**src/rtl/speech_sequencer.sv**
```systemverilog
// speech_sequencer
//   Queues spoken-word IDs and plays them one at a time through the audio controller.
//   Each ID maps to a flash byte range held in a writable 16-entry address table. After a word
//   completes, a programmable silence gap is inserted before the next word starts.
//
// Ports
//   clk, reset          clock, synchronous active-high reset
//   push, push_id       enqueue a word ID
//   clear               flush queue, clear sticky flags, abort after the current word
//   tbl_we/idx/start/end  address-table write port (end address inclusive)
//   start_address, end_address, play_start  to audio controller
//   play_finish         from audio controller (high = idle)
//   full, empty         queue status (registered)
//   busy                sequencer not idle
//   done                one-cycle pulse after the last queued word and its gap
//   overflow, skipped   sticky: push dropped while full / word with end < start dropped
module speech_sequencer #(
  parameter int unsigned DEPTH      = 8,
  parameter int unsigned GAP_CYCLES = 360000
) (
  input  logic        clk,
  input  logic        reset,
  input  logic        push,
  input  logic [3:0]  push_id,
  input  logic        clear,
  input  logic        tbl_we,
  input  logic [3:0]  tbl_idx,
  input  logic [23:0] tbl_start,
  input  logic [23:0] tbl_end,
  output logic [23:0] start_address,
  output logic [23:0] end_address,
  output logic        play_start,
  input  logic        play_finish,
  output logic        full,
  output logic        empty,
  output logic        busy,
  output logic        done,
  output logic        overflow,
  output logic        skipped
);

  localparam int unsigned PtrW = $clog2(DEPTH);
  localparam int unsigned CntW = PtrW + 1;
  localparam int unsigned GapW = (GAP_CYCLES > 1) ? $clog2(GAP_CYCLES) : 1;
  localparam logic [CntW-1:0] CountFull = CntW'(DEPTH);
  // The PLAY cycle that first sees play_finish high counts as the first silent cycle, so the
  // next play_start rises GAP_CYCLES + 1 cycles after finish. A skipped word has no such
  // cycle and spends the whole gap in GAP. GAP always lasts at least one cycle.
  localparam logic [GapW-1:0] GapAfterPlay = (GAP_CYCLES >= 2) ? GapW'(GAP_CYCLES - 2) : '0;
  localparam logic [GapW-1:0] GapAfterSkip = (GAP_CYCLES >= 1) ? GapW'(GAP_CYCLES - 1) : '0;

  typedef enum logic [2:0] {StIdle, StLoad, StStart, StPlay, StGap, StDrain} state_e;

  // Word queue
  logic [3:0]      queue_q [DEPTH];
  logic [PtrW-1:0] rd_ptr_q, rd_ptr_d, wr_ptr_q, wr_ptr_d;
  logic [CntW-1:0] count_q, count_d;
  logic            full_q, empty_q, overflow_q, overflow_d;
  logic            push_ok, pop;

  // Address table, {start, end} per entry
  logic [47:0]     tbl_q [16];
  logic [3:0]      head_id;
  logic [23:0]     head_start, head_end;

  // Sequencer
  state_e          state_q;
  logic [23:0]     start_addr_q, end_addr_q;
  logic            play_start_q, done_q, skipped_q, drain_acked_q;
  logic [GapW-1:0] gap_cnt_q;

  assign head_id    = queue_q[rd_ptr_q];
  assign head_start = tbl_q[head_id][47:24];
  assign head_end   = tbl_q[head_id][23:0];

  assign pop     = (state_q == StLoad) && !clear && !empty_q;
  // A pop in the same cycle frees the slot, so a push while full is still accepted.
  assign push_ok = push && !clear && (!full_q || pop);

  always_comb begin
    rd_ptr_d   = rd_ptr_q;
    wr_ptr_d   = wr_ptr_q;
    count_d    = count_q;
    overflow_d = overflow_q;
    if (clear) begin
      rd_ptr_d   = '0;
      wr_ptr_d   = '0;
      count_d    = '0;
      overflow_d = 1'b0;
    end else begin
      if (push_ok) wr_ptr_d = wr_ptr_q + PtrW'(1);
      if (pop)     rd_ptr_d = rd_ptr_q + PtrW'(1);
      if (push_ok && !pop)      count_d = count_q + CntW'(1);
      else if (pop && !push_ok) count_d = count_q - CntW'(1);
      if (push && full_q && !pop) overflow_d = 1'b1;
    end
  end

  always_ff @(posedge clk) begin
    if (reset) begin
      rd_ptr_q   <= '0;
      wr_ptr_q   <= '0;
      count_q    <= '0;
      full_q     <= 1'b0;
      empty_q    <= 1'b1;
      overflow_q <= 1'b0;
    end else begin
      rd_ptr_q   <= rd_ptr_d;
      wr_ptr_q   <= wr_ptr_d;
      count_q    <= count_d;
      full_q     <= (count_d == CountFull);
      empty_q    <= (count_d == '0);
      overflow_q <= overflow_d;
    end
  end

  always_ff @(posedge clk) begin
    if (!reset && push_ok) queue_q[wr_ptr_q] <= push_id;
  end

  always_ff @(posedge clk) begin
    if (reset) begin
      for (int i = 0; i < 16; i++) tbl_q[i] <= '0;
    end else if (tbl_we) begin
      tbl_q[tbl_idx] <= {tbl_start, tbl_end};
    end
  end

  always_ff @(posedge clk) begin
    if (reset) begin
      state_q       <= StIdle;
      start_addr_q  <= '0;
      end_addr_q    <= '0;
      play_start_q  <= 1'b0;
      done_q        <= 1'b0;
      skipped_q     <= 1'b0;
      drain_acked_q <= 1'b0;
      gap_cnt_q     <= '0;
    end else begin
      done_q <= 1'b0;
      if (clear) skipped_q <= 1'b0;
      unique case (state_q)
        StIdle: begin
          // Looking at the incoming push lets a fresh word reach LOAD one cycle after push.
          if (play_finish && (!empty_q || push_ok)) state_q <= StLoad;
        end
        StLoad: begin
          if (clear || empty_q) begin
            state_q <= StIdle;
          end else if (head_end < head_start) begin
            skipped_q <= 1'b1;
            gap_cnt_q <= GapAfterSkip;
            state_q   <= StGap;
          end else begin
            start_addr_q <= head_start;
            end_addr_q   <= head_end;
            play_start_q <= 1'b1;
            state_q      <= StStart;
          end
        end
        StStart: begin
          if (clear) begin
            play_start_q  <= 1'b0;
            drain_acked_q <= !play_finish;
            state_q       <= StDrain;
          end else if (!play_finish) begin
            play_start_q <= 1'b0;
            state_q      <= StPlay;
          end
        end
        StPlay: begin
          if (clear) begin
            drain_acked_q <= 1'b1;
            state_q       <= StDrain;
          end else if (play_finish) begin
            gap_cnt_q <= GapAfterPlay;
            state_q   <= StGap;
          end
        end
        StGap: begin
          if (clear) begin
            state_q <= StIdle;
          end else if (gap_cnt_q != '0) begin
            gap_cnt_q <= gap_cnt_q - GapW'(1);
          end else if (!empty_q) begin
            state_q <= StLoad;
          end else begin
            done_q  <= 1'b1;
            state_q <= StIdle;
          end
        end
        StDrain: begin
          // An abort from START must first see the controller acknowledge the start.
          if (!drain_acked_q) begin
            if (!play_finish) drain_acked_q <= 1'b1;
          end else if (play_finish) begin
            state_q <= StIdle;
          end
        end
        default: state_q <= StIdle;
      endcase
    end
  end

  assign start_address = start_addr_q;
  assign end_address   = end_addr_q;
  assign play_start    = play_start_q;
  assign full          = full_q;
  assign empty         = empty_q;
  assign busy          = (state_q != StIdle);
  assign done          = done_q;
  assign overflow      = overflow_q;
  assign skipped       = skipped_q;

endmodule

```
**config.mk**
```make
export PLATFORM = sky130hd
export DESIGN_NAME = speech_sequencer
export DESIGN_NICKNAME = d
export VERILOG_FILES = /design/src/rtl/speech_sequencer.sv
export SDC_FILE = /design/constraint.sdc
export NUM_CORES = 2
export LEC_CHECK = 0
export BUFFER_PORTS_ARGS = -buffer_cell sky130_fd_sc_hd__clkbuf_2
export CAP_MARGIN = 20
export CORE_AREA = 2 2 294 296
export DETAILED_ROUTE_END_ITERATION = 8
export DIE_AREA = 0 0 296 298
export PLACE_DENSITY = 0.66
export SLEW_MARGIN = 20
export SYNTH_ARGS = -nofsm -noshare
export SYNTH_HDL_FRONTEND = slang
export SYNTH_SLANG_ARGS = --single-unit
```
**constraint.sdc**
```tcl
create_clock -name clk -period 6.71 [get_ports clk]
set_input_delay 1.0065 -clock clk [delete_from_list [all_inputs] [get_ports clk]]
set_output_delay 1.0065 -clock clk [all_outputs]
set_load 0.1 [all_outputs]
```
==> out/metrics.cfg <==
[setup_path]
crit_required_ns=7.22
slowest_stage=buf_4
worstPathMaxFanout=61
critPathLaunchType=flip-flop
critPathMaxStageDelay_ns=0.89
critical_path_class=reg -> reg
worst_ep_arrival_time_ns=6.80
end_kind=flip-flop
reg2reg_depth=17
crit_path_cell_trace=mux2i_1 -> mux4_4 -> buf_4 -> mux2_2 -> nor2_1 -> a21oi_1 -> mux2_2 -> o21ai_0 -> ha_1 -> nand4_1 -> nor2_1 -> o21a_1 -> a22oi_1 -> a21oi_1 -> nor2_4 -> buf_4 -> o21ai_0

[synthesis]
ys_ff_latch=890
synthFlopType=edfxtp_1
synthesis.area_sq_um=42320
synthDistinctLibCells=66
async_reset_ff_share_pct=0
yosys.area.top_type=edfxtp_1
yosys.cell_count.top_type=edfxtp_1
synth_area_leaders=edfxtp_1 (57%), mux2i_1 (13%), and2_1 (11%)
syn_avg_cell_area_sq_um=13.18
syn_inst=3211
ys_top_cells_by_count=edfxtp_1 (800), and2_1 (772), mux2i_1 (564), clkbuf_1 (184), nor2_1 (99)
yosys_warnings=0
yosysTopAreaCellShare_pct=56.77
synth_edf_count=800
synth_nets=3301
seq_area_frac_synth_pct=61.03

[cts]
worst_skew_pair.late_latency_ns=0.65
clock_sinks=890
postCtsSetupRepairBufs=0
clockRootBuffer=clkbuf_16
holdBufCountCts=0
cts_resized=0
cts_buffer_depth=3
cts.reportedPaths.clkPinSlew_ns=0.06
numCtsBuffers=94
tritoncts=built
h-tree-depth=3

[floorplanning]
die_w_um=296
initial_core_util_pct=49.86
dieArea_sq_um=88210
die_h_um=298
ioPinCount=117
core_sq_um=84880
rows=107

[drt]
drc=0
wl_per_cell_um=26.46
vias_per_cell=5.866
drtAntennaViolNets=0
drt_iter0_drc=2382
first_pass_iters=9
detailroute.via_count=26243
postRouteWirelength_um=118400

[power]
vdd_ir_drop_max_mv=0.2043
pwr_density_cell_nw_per_um2=265.1
power.total_uw=12590
p_leak_uw=0.01821

[finish]
area_growth_pct=12.23
drive_above_1_share_pct=14.73
fin_cells=4474
nNetsFinal=3337
final_cell_area_sq_um=47490

[global_route]
grt_pass1_wl_um=173100
top_usage_layer=met2
grtUsageMet3_pct=4.401
antenna_found_initial=10
grt_overflow_total=0
met2_usage_pct=43.93
grt.total_usage_pct=26.76
grt_max_degree=85
grt_pass1_vias=26118
grt_util_met1_pct=36.41

[flow_run]
maxCapViolCount=0

[sta]
relSlewSlack_pct=24.11
fin_crit_sh_pct=93.76
drv_slew=0
rsz0062_at_grt=false
max_freq_mhz=158.9
finalSetupViolations=0
report.final.hold_viol_count=0
skew_ns=0.01637
post-route-min-period_ns=6.291
worst_slew_pin_slew_ns=1.134
finalSetupTns_ns=0

[placed_design]
place_congestion=0.9113
port_buffers=116
dpl.hpwl_um=68530
place_area_sq_um=44370
dp.cells=4294

[outcome]
outcome=completed

[min_path]
min_path_cells=2
worst_hold_path_type=reg -> reg

[worst max-delay path, delay by kind of cell (launching register included)]
| family | cells | cell delay, ns |
|---|---|---|
| compound gates | 6 | 1.31 |
| fa+ha+maj | 1 | 0.35 |
| buf+inv | 2 | 1.34 |
| flops | 1 | 0.46 |
| mux | 4 | 1.67 |
| simple gates | 4 | 0.90 |
[per-layer routing]
metal / wire, um / vias up
li1: - / 11693
met1: 49520 / 13300
met2: 56840 / 1024
met3: 8442 / 218
met4: 3526 / 8
met5: 49 / -
[layout by cell type, fill, tap and decap left out, drive strengths merged, types with 21 or more instances in the layout]
cell type  instances
mux2              69
nor3              35
and2             772
nand4             54
clkbuf           247
dfxtp             90
ha                28
a21oi             66
clkinv            29
edfxtp           800
buf               87
nand3             23
inv               21
nor2             100
nand2             77
mux2i            564
o21ai             73
o31ai             23
[per-stage QoR]
stage	setup slack, ns	hold WS [ns]	utilization, %
final	0.4186	0.4940	55.95
after CTS	0.5869	0.4941	55.92
after global placement	0.7234	0.4545	52.17
after global routing	0.02077	0.5092	55.95
after floorplan	1.172	0.4541	-
after detailed placement	0.6317	0.4839	52.27
[final timing paths]
kind / start / to / slack, ns
max: flip-flop / end_address[12] / 0.42
min: start_address[6] / start_address[6] / 0.49
max reg2reg: flip-flop / end_address[12] / 0.42
min reg2reg: start_address[6] / start_address[6] / 0.49
[report_power, final]
| group | switching [uW] | internal, uW | leakage (uW) | total, uW |
|---|---|---|---|---|
| combinational | 660 | 321 | 0.00835 | 981 |
| clock | 2160 | 3050 | 0.00152 | 5210 |
| sequential | 88.7 | 6320 | 0.00834 | 6400 |
| total | 2910 | 9690 | 0.0182 | 12600 |
[cells by family after synthesis]
| logic type | synth area share, % |
|---|---|
| AO/OA/AOI/OAI | 3.835 |
| multiplexers | 15.92 |
| XOR/XNOR | 0.1449 |
| flip-flops | 61.03 |
| adder cells (fa/ha/maj) | 0.8279 |
| AND/OR/NAND/NOR | 15.41 |
| buffers and inverters | 2.833 |
[sequential cells by signal, indices dropped and copies added, names as in the netlist, named ones only]
name,flops
count_q,4
done,1
drain_acked_q,1
empty,1
end_address,24
full,1
gap_cnt_q,19
overflow,1
play_start,1
queue_q,32
rd_ptr_q,3
skipped,1
start_address,24
state_q,3
tbl_q,768
wr_ptr_q,3
[layout make-up]
class                           count  area, sq um
Tap cell                         1144         1431
Antenna cell                        4        10.01
Multi-Input combinational cell   2042        15600
Fill cell                        6893        37390
Clock inverter                     44        385.4
Clock buffer                      131         2709
Inverter                           16        62.56
Sequential cell                   890        25820
Timing Repair Buffer              203         1466
Note: power is estimated with default switching activity, not from simulation.
